### src/rtl/db_load_responder.sv
// db_load_responder: serves line-load requests from the seed-expansion FSM.
// A rising edge on `load` latches the line index of outAddress. The line is
// either rejected as out of range (zeros returned), served from a one-line
// cache, or fetched over the memory read port. The requester sees a one-cycle
// loadDone acknowledge, followed at least one cycle later by a one-cycle
// dataValid with the line on inDB.
module db_load_responder #(
  parameter int unsigned DATA_W     = 512,
  parameter int unsigned LINE_SHIFT = 9,
  parameter int unsigned MEM_AW     = 23,
  parameter int unsigned BASE_LINE  = 0,
  parameter int unsigned DB_LINES   = 131072
) (
  input  logic              clk,
  input  logic              rst,
  input  logic              load,
  input  logic [31:0]       outAddress,
  output logic              loadDone,
  output logic              dataValid,
  output logic [DATA_W-1:0] inDB,
  output logic              mem_rd_req,
  output logic [MEM_AW-1:0] mem_rd_addr,
  input  logic              mem_rd_ack,
  input  logic              mem_rd_valid,
  input  logic [DATA_W-1:0] mem_rd_data,
  input  logic              db_update,
  output logic [15:0]       hit_count,
  output logic [15:0]       miss_count,
  output logic              err_unexp
);

  localparam int unsigned LINE_W = 32 - LINE_SHIFT;

  typedef enum logic [2:0] {
    S_IDLE, S_HIT, S_OOR, S_REQ, S_ACK, S_WAIT_DATA, S_DELIVER
  } state_t;

  state_t state_q, state_d;

  logic              load_q;
  logic [LINE_W-1:0] line_q;
  logic [MEM_AW-1:0] mem_addr_q;
  logic              cache_valid_q;
  logic [LINE_W-1:0] cache_tag_q;
  logic [DATA_W-1:0] cache_data_q;
  logic [DATA_W-1:0] in_db_q;
  logic [15:0]       hit_q;
  logic [15:0]       miss_q;
  logic              err_q;
  // Set by reset and cleared by the next accepted request: a response that
  // was in flight when reset hit may still arrive and must not be flagged.
  logic              drain_q;

  logic [LINE_W-1:0] req_line;
  logic              accept;
  logic              req_oor;
  logic              req_hit;
  logic              fetching;
  logic              capture;
  logic              unused_addr_bits;

  assign req_line = outAddress[31:LINE_SHIFT];
  // Bits below the line boundary only select within the line, which the
  // requester handles itself.
  assign unused_addr_bits = ^outAddress[LINE_SHIFT-1:0];

  assign accept   = (state_q == S_IDLE) && load && !load_q;
  assign req_oor  = 32'(req_line) >= DB_LINES;
  assign req_hit  = cache_valid_q && (cache_tag_q == req_line);
  assign fetching = (state_q == S_ACK) || (state_q == S_WAIT_DATA);
  assign capture  = fetching && mem_rd_valid;

  // State register
  always_ff @(posedge clk) begin
    if (rst) state_q <= S_IDLE;
    else     state_q <= state_d;
  end

  // Next-state logic; out-of-range takes priority over a cache hit
  always_comb begin
    state_d = state_q;
    case (state_q)
      S_IDLE: begin
        if (accept) begin
          if (req_oor)      state_d = S_OOR;
          else if (req_hit) state_d = S_HIT;
          else              state_d = S_REQ;
        end
      end
      S_HIT, S_OOR: state_d = S_DELIVER;
      S_REQ:        if (mem_rd_ack) state_d = S_ACK;
      S_ACK:        state_d = mem_rd_valid ? S_DELIVER : S_WAIT_DATA;
      S_WAIT_DATA:  if (mem_rd_valid) state_d = S_DELIVER;
      S_DELIVER:    state_d = S_IDLE;
      default:      state_d = S_IDLE;
    endcase
  end

  // Handshake outputs decoded from the current state
  always_comb begin
    loadDone   = 1'b0;
    dataValid  = 1'b0;
    mem_rd_req = 1'b0;
    case (state_q)
      S_HIT, S_OOR, S_ACK: loadDone   = 1'b1;
      S_REQ:               mem_rd_req = 1'b1;
      S_DELIVER:           dataValid  = 1'b1;
      default:             ;
    endcase
  end

  // Request latch: edge detector, line index and memory address
  always_ff @(posedge clk) begin
    if (rst) begin
      load_q     <= 1'b0;
      line_q     <= '0;
      mem_addr_q <= '0;
      drain_q    <= 1'b1;
    end else begin
      load_q <= load;
      if (accept) begin
        line_q     <= req_line;
        mem_addr_q <= MEM_AW'(req_line) + MEM_AW'(BASE_LINE);
        drain_q    <= 1'b0;
      end
    end
  end

  // Returned data and one-line cache; invalidation overrides a same-cycle fill
  always_ff @(posedge clk) begin
    if (rst) begin
      in_db_q       <= '0;
      cache_valid_q <= 1'b0;
      cache_tag_q   <= '0;
      cache_data_q  <= '0;
    end else begin
      if (state_q == S_HIT) in_db_q <= cache_data_q;
      if (state_q == S_OOR) in_db_q <= '0;
      if (capture) begin
        in_db_q       <= mem_rd_data;
        cache_data_q  <= mem_rd_data;
        cache_tag_q   <= line_q;
        cache_valid_q <= 1'b1;
      end
      if (db_update) cache_valid_q <= 1'b0;
    end
  end

  // Saturating statistics and the sticky stray-response flag
  always_ff @(posedge clk) begin
    if (rst) begin
      hit_q  <= '0;
      miss_q <= '0;
      err_q  <= 1'b0;
    end else begin
      if (state_q == S_HIT && hit_q != 16'hFFFF)  hit_q  <= hit_q + 16'd1;
      if (state_q == S_ACK && miss_q != 16'hFFFF) miss_q <= miss_q + 16'd1;
      if (mem_rd_valid && !fetching && !drain_q)  err_q  <= 1'b1;
    end
  end

  assign inDB        = in_db_q;
  assign mem_rd_addr = mem_addr_q;
  assign hit_count   = hit_q;
  assign miss_count  = miss_q;
  assign err_unexp   = err_q;

endmodule

### config.mk
export PLATFORM = sky130hd
export DESIGN_NAME = db_load_responder
export DESIGN_NICKNAME = d
export VERILOG_FILES = /design/src/rtl/db_load_responder.sv
export SDC_FILE = /design/constraint.sdc
export NUM_CORES = 2
export LEC_CHECK = 0
export ABC_CLOCK_PERIOD_IN_PS = 2300
export BUFFER_PORTS_ARGS = -buffer_cell sky130_fd_sc_hd__clkbuf_2
export CAP_MARGIN = 25
export CORE_AREA = 2 2 433 435
export DETAILED_ROUTE_END_ITERATION = 10
export DIE_AREA = 0 0 435 437
export HOLD_SLACK_MARGIN = 0.12
export MAX_ROUTING_LAYER = met4
export PLACE_DENSITY = 0.47
export SLEW_MARGIN = 10
export SYNTH_ARGS = -nofsm -noshare
export SYNTH_HDL_FRONTEND = slang
export SYNTH_SLANG_ARGS = --single-unit
### constraint.sdc
create_clock -name clk -period 2.3 [get_ports clk]
set_clock_uncertainty 0.1 [all_clocks]
set_input_delay 0.23 -clock clk [delete_from_list [all_inputs] [get_ports clk]]
set_output_delay 0.23 -clock clk [all_outputs]
set_load 0.03 [all_outputs]
=== Word-level counts from Yosys, hierarchy flattened ===
Index checks and enable logic that the tools add are counted.

* Bits in writable memories: 0
* Input port bits: 550
* Bits in registers: 1109
* Bits in latches: 0
* Word-level logic and storage cells: 57
* ROM bits: 0
* Output and inout bits: 571
* Memories: 0

* Eq/ne operators: 12
* $add $sub $neg: 2
* Div/mod/pow operators: 0
* Mux-type cells: 13
* Multiply operators: 0
* Order comparisons: 1
* Shift-type cells: 0
* Bitwise operators: 0
* Reduce and logical (&&, ||, !) cells: 18

{| class="wikitable"
|+ Operator list
! cell !! number
|-
| $mux 512 || 3
|-
| $add 16x1->16 const B || 2
|-
| $ne 16x16->1 const B || 2
|-
| $eq 23x23->1 || 1
|-
| $ge 23x18->1 const B || 1
|-
| $pmux 3 s5 || 1
|-
| $eq 3x3->1 const B || 3
|-
| $mux 3 || 3
|-
| $logic_and 1x1->1 || 8
|-
| $eq 3x2->1 const B || 2
|-
| $mux 2 || 3
|-
| $ne 2x2->1 const B || 3
|-
| $reduce_or 2->1 || 2
|-
| $eq 3x1->1 const B || 1
|-
| $logic_not 1->1 || 3
|-
| $logic_not 3->1 || 1
|-
| $mux 1 || 3
|-
| $reduce_and 3->1 || 1
|-
| $reduce_bool 3->1 || 1
|-
| $reduce_or 3->1 || 1
|-
| $logic_or 1x1->1 || 1
|}

=== Logic depth before layout (Yosys ltp) ===
* Word-level depth: 6
* Mapped depth: 10

=== Least setup slack after synthesis ===
OpenSTA, ideal clock, no wires.

* Path type: register -> register
* Start: register hit_q[0] (netlist: hit_count[0])
* End: register hit_q[0] (netlist: hit_count[0])
* Clock period less this slack: 2.170 ns
* Arrival: 1.949 ns
* Setup time: 0.121 ns
* Path slack: 0.130 ns
* Cell stages (with the launch flop): 6
* Cell sequence: dfxtp_1 > ha_1 > inv_1 > nor4b_2 > a21oi_1 > mux2_2

* Word-level cells in the longest chain between the ends: 2

{| class="wikitable"
|+ Ends and longest elaborated chain
! element !! RTL line !! source
|-
| start: declaration || 47 || <nowiki>logic [15:0] hit_q;</nowiki>
|-
| start signal: assignment || 156 || <nowiki>if (state_q == S_HIT && hit_q != 16'hFFFF) hit_q <= hit_q + 16'd1;</nowiki>
|-
| parallel branches: the longest is 2 deep, another holds $add 16x1->16 || n/a ||
|}

Several ways; the timed one is not identified.
A chain may end at the register's enable or synchronous reset.

=== Final worst setup path ===
* Start: register state_q[2]
* End: register in_db_q[327] (netlist: inDB[327])

* Word-level cells in the longest chain between the ends: 4

{| class="wikitable"
|+ Ends and longest elaborated chain
! element !! RTL line !! source
|-
| start: declaration || 38 || <nowiki>state_t state_q, state_d;</nowiki>
|-
| start signal: assignment || 76 || <nowiki>else state_q <= state_d;</nowiki>
|-
| $eq 3x3->1 || 70 || <nowiki>assign fetching = (state_q == S_ACK) || (state_q == S_WAIT_DATA);</nowiki>
|-
| $logic_or 1x1->1 || 70 ||
|-
| $logic_and 1x1->1 || 71 || <nowiki>assign capture = fetching && mem_rd_valid;</nowiki>
|-
| $reduce_bool 3->1 (no source line) or $mux 512 (tied branches) || n/a ||
|-
| end signal: assignment || 137 || <nowiki>if (state_q == S_HIT) in_db_q <= cache_data_q;</nowiki>
|-
| end signal: assignment || 140 || <nowiki>in_db_q <= mem_rd_data;</nowiki>
|-
| end: declaration || 46 || <nowiki>logic [DATA_W-1:0] in_db_q;</nowiki>
|}

Several ways; a longest one is shown, not always the timed one.

==> summary.md <==
| Metric | Value |
|---|---|
| Share of total power in sequential cells | 0.384 |
| Gr ovfl total | 0 |
| Worst vdd rail ir drop | 0.5486 mV |
| Post-DR vias/cell | 4.289 |
| Hold Worst Slack | 201.6 ps |
| Slew of the pin with the lowest slew margin | 524.1 ps |
| Fraction of synthesis flops using an asynchronous set or reset pin | 0 |
| GRT Overall Usage | 0.1631 |
| Period utilisation layout | 0.9919 |
| Initial DRC count | 1,984 |
| Startpoint-to-endpoint class of the critical path | register to register |
| Yosys synthesis warning count | 0 |
| Clock root buffer | sky130_fd_sc_hd__clkbuf_16 |
| Largest net degree at the start of global routing | 69 |
| Remaining design rule violation count | 0 |
| Switching power of the nets | 17.28 mW |
| Standard-cell row count | 158 |
| H-tree levels | 4 |
| Cell count after placement | 7,288 |
| Number of nets still failing antenna checks after routing | 0 |
| Final WS setup | 18.57 ps |
| Number of buffer cells added on primary ports | 1,111 |
| Initial cell density of the core | 0.1976 |
| Number of nets in the layout | 6,559 |
| Pins Over Slew Limit | 0 |
| Via count of the routed design | 36,900 |
| Ys flop type | sky130_fd_sc_hd__dfxtp_1 |
| Switching Share | 0.3124 |
| RSZ-0062 raised after global routing | true |
| Achievable Freq | 438.3 MHz |
| Sink count of the clock tree | 1,109 |
| Number of failing setup endpoints in the final timing report | 0 |
| Number of synthesized flops with an enable pin | 0 |
| Number of cells traversed by the worst hold path | 4 |
| Headroom to the max-slew limit | 0.6416 |
| Area of the mapped netlist | 0.03656 mm2 |
| Crit Reg-Reg Startpoint | state_q[2] |
| Number of antenna violations at the first check in global routing | 24 |
| Worst setup SP type | register |
| Weighted congestion at the end of routability-driven global placement | 0.9074 |
| Power density over cell area | 902.5 mW/mm2 |
| Portion of total power attributed to combinational logic | 0.230 |
| Type of the tightest min-delay check | primary input to register |
| Worst R2R Setup Slack | 20 ps |
| Clock-pin transition on the worst setup and hold timing paths | 60 ps |
| Final non-filler cell total | 8,604 |
| Ports placed on the boundary | 1,121 |
| Routed wire length per instance | 18.25 um |
| Result of the run | finished clean |
| Static power due to leakage | 25.64 nW |
| Post-Syn Area per Cell | 9.525 um2 |
| Number of buffers inserted during clock tree synthesis | 132 |
| Clock tree from TritonCTS | done |
| WP data required | 2890 ps |
| Critical Path Start | state_q[2] |
| Internal | 38.03 mW |
| Clk Latency, worst-skew pair | 800 ps |
| Final core occ | 0.3312 |
| Max Cap Viol | 0 |
| Die boundary width | 435 um |
| Number of optimization iterations in the first detailed-route pass | 5 |
| Post-Synthesis Net Count | 4,390 |
| Clock power frac | 0.386 |
| Number of register bits inferred by synthesis | 1,109 |
| Clock Path Buffers | 3 |
| Routed Wire Length | 157.0 mm |
| Place WS | 196.1 ps |
| Die Footprint | 0.1901 mm2 |
| Final-report hold violation count | 0 |
| Core area | 0.1850 mm2 |
| Arrival time at the worst endpoint | 2870 ps |
| CP endpoint kind | register |
| Cell depth of the worst flop-to-flop path | 9 |
| Share of synthesized area occupied by flip-flops and latches | 0.6073 |
| Total half-perimeter wirelength after legalization and detailed placement | 106.3 mm |
| Capture instance of the worst register-to-register path | inDB[327] |
| First-pass GRT wire length | 234.3 mm |
| Die height | 437 um |
| Number of library cell types mapped by synthesis | 52 |
| Min Tclk post-route | 2281 ps |
| Highest fanout seen on the critical path | 38 |
| Layout area overhead | 67.62% |
| Share of post-route cells with drive strength above 1 | 0.2515 |
| Number of global-route vias before repair | 37,200 |
| Hold-critical path endpoint | mem_rd_addr[19] |
| Synthesized netlist cell count | 3,838 |
| Startpoint of the most critical hold path | outAddress[28] |
## kinds of logic after synthesis
family | Yosys count | synth area share
xor+xnor | 24 | 0.005750
simple gates | 1241 | 0.1350
compound gates | 1105 | 0.2058
flops | 1109 | 0.6073
mux | 35 | 0.01016
buf+inv | 322 | 0.03539
fa+ha+maj | 2 | 0.0006844
## cells in the mapped netlist, types with 4 or more instances
library cell	count	area share
sky130_fd_sc_hd__nand2_1	1103	0.11
sky130_fd_sc_hd__mux2i_1	18	0.0049
sky130_fd_sc_hd__nor2_1	48	0.0049
sky130_fd_sc_hd__a211oi_1	4	0.00082
sky130_fd_sc_hd__a22o_1	497	0.12
sky130_fd_sc_hd__o21ai_0	5	0.00068
sky130_fd_sc_hd__nor2b_1	18	0.0031
sky130_fd_sc_hd__nor4_1	4	0.00068
sky130_fd_sc_hd__and3_1	4	0.00068
sky130_fd_sc_hd__o31ai_1	6	0.0012
sky130_fd_sc_hd__or4_1	10	0.0021
sky130_fd_sc_hd__xnor2_1	22	0.0053
sky130_fd_sc_hd__buf_1	6	0.00062
sky130_fd_sc_hd__a2bb2oi_1	8	0.0019
sky130_fd_sc_hd__a21oi_1	564	0.077
sky130_fd_sc_hd__nor3_1	4	0.00055
sky130_fd_sc_hd__inv_1	8	0.00082
sky130_fd_sc_hd__mux2_2	17	0.0052
sky130_fd_sc_hd__buf_2	57	0.0078
sky130_fd_sc_hd__clkbuf_1	247	0.025
sky130_fd_sc_hd__or3_1	4	0.00068
sky130_fd_sc_hd__nand4_1	16	0.0027
sky130_fd_sc_hd__dfxtp_1	1109	0.61
sky130_fd_sc_hd__nand3_1	7	0.00096
sky130_fd_sc_hd__o2bb2ai_1	7	0.0017
## critical path: stages (launching register included)
cell and delay [ps]:
sky130_fd_sc_hd__dfxtp_2 320, sky130_fd_sc_hd__buf_4 120, sky130_fd_sc_hd__nand3b_1 100, sky130_fd_sc_hd__buf_4 160, sky130_fd_sc_hd__buf_12 150, sky130_fd_sc_hd__buf_16 210, sky130_fd_sc_hd__nand2_1 100, sky130_fd_sc_hd__a21oi_1 60
sky130_fd_sc_hd__dlygate4sd3_1 570, sky130_fd_sc_hd__a22o_1 220
## how the worst max path moves through the flow
stage                     to  depth (start not counted)
2_1_floorplan   hit_count[0]                          5
3_3_place_gp   miss_count[9]                          5
3_5_place_dp   miss_count[9]                          5
4_1_cts             inDB[29]                          7
5_1_grt             inDB[29]                          8
6_report           inDB[327]                          9
## area by class of cell
| cell class | instances | area [um2] |
|---|---|---|
| clock inverter | 50 | 646.9 |
| tap | 2480 | 3103 |
| multi-input combinational | 2407 | 13110 |
| sequential | 1109 | 22210 |
| antenna | 20 | 50.05 |
| fill | 19160 | 123800 |
| inverter | 8 | 30.03 |
| timing repair buffer | 2349 | 18360 |
| clock buffer | 181 | 3781 |
## metrics by stage
step / TNS (ps) / cell area [um2] / total power, mW
finish: 0 / 61280 / 55.30
global route: -529.4 / 61280 / 57.87
CTS: 0 / 60880 / 55.70
detailed placement: 0 / 45860 / 32.40
global placement: 0 / 45860 / 32.32
floorplan: 0 / 36560 / 27.55
## cells in the final DEF, fill, tap and decap left out, types with 6 or more instances in the layout
master / instances
sky130_fd_sc_hd__buf_12: 43
sky130_fd_sc_hd__clkbuf_2: 1109
sky130_fd_sc_hd__nand3_1: 7
sky130_fd_sc_hd__nand4_1: 16
sky130_fd_sc_hd__a22o_1: 497
sky130_fd_sc_hd__inv_6: 7
sky130_fd_sc_hd__dfxtp_1: 1106
sky130_fd_sc_hd__bufinv_16: 8
sky130_fd_sc_hd__mux2i_1: 17
sky130_fd_sc_hd__a21oi_1: 562
sky130_fd_sc_hd__a2bb2oi_1: 8
sky130_fd_sc_hd__or4_1: 10
sky130_fd_sc_hd__buf_4: 115
sky130_fd_sc_hd__buf_6: 15
sky130_fd_sc_hd__mux2_2: 17
sky130_fd_sc_hd__clkbuf_8: 24
sky130_fd_sc_hd__o2bb2ai_1: 7
sky130_fd_sc_hd__dlygate4sd3_1: 1033
sky130_fd_sc_hd__inv_1: 8
sky130_fd_sc_hd__nand2_1: 1103
sky130_fd_sc_hd__clkinv_2: 21
sky130_fd_sc_hd__diode_2: 20
sky130_fd_sc_hd__o31ai_1: 6
sky130_fd_sc_hd__buf_16: 7
sky130_fd_sc_hd__nor2b_1: 18
sky130_fd_sc_hd__clkbuf_16: 138
sky130_fd_sc_hd__nor2_1: 47
sky130_fd_sc_hd__dlymetal6s4s_1: 22
sky130_fd_sc_hd__xnor2_1: 21
sky130_fd_sc_hd__clkbuf_1: 23
## power by group through the flow
stage	Combinational [mW]	Clock, mW	Sequential [mW]
finish	12.7	21.4	21.2
global placement	10.7	0	21.6
CTS	12.5	22.0	21.2
global route	13.7	22.8	21.4
detailed placement	10.8	0	21.6
floorplan	5.20	0	22.3
## state kept, by name, summed over array words and instances, names as in the netlist
register       flops
cache_tag_q       23
inDB             512
state_q            3
cache_valid_q      1
hit_count         16
mem_rd_addr       23
drain_q            1
cache_data_q     512
load_q             1
err_unexp          1
miss_count        16
## metal layers
| metal | global-route usage | up-vias | wire, um |
|---|---|---|---|
| met1 | 0.1895 | 17790 | 64510 |
| met2 | 0.2638 | 1189 | 75690 |
| met5 | - | - | 0 |
| met3 | 0.03674 | 350 | 8849 |
| met4 | 0.08227 | 0 | 7957 |
| li1 | - | 17570 | - |
## timing repair
| action | in CTS | in global routing |
|---|---|---|
| setup endpoints to repair | 1 | 110 |
| endpoints found under the hold margin | 1098 | 0 |
| cloned | 0 | 3 |
| pin swaps | 0 | 0 |
| resized for setup | 9 | 59 |
| hold buffers | 1055 | 0 |
| buffers inserted | 1 | 7 |
Power figures use the tool's default switching activity.
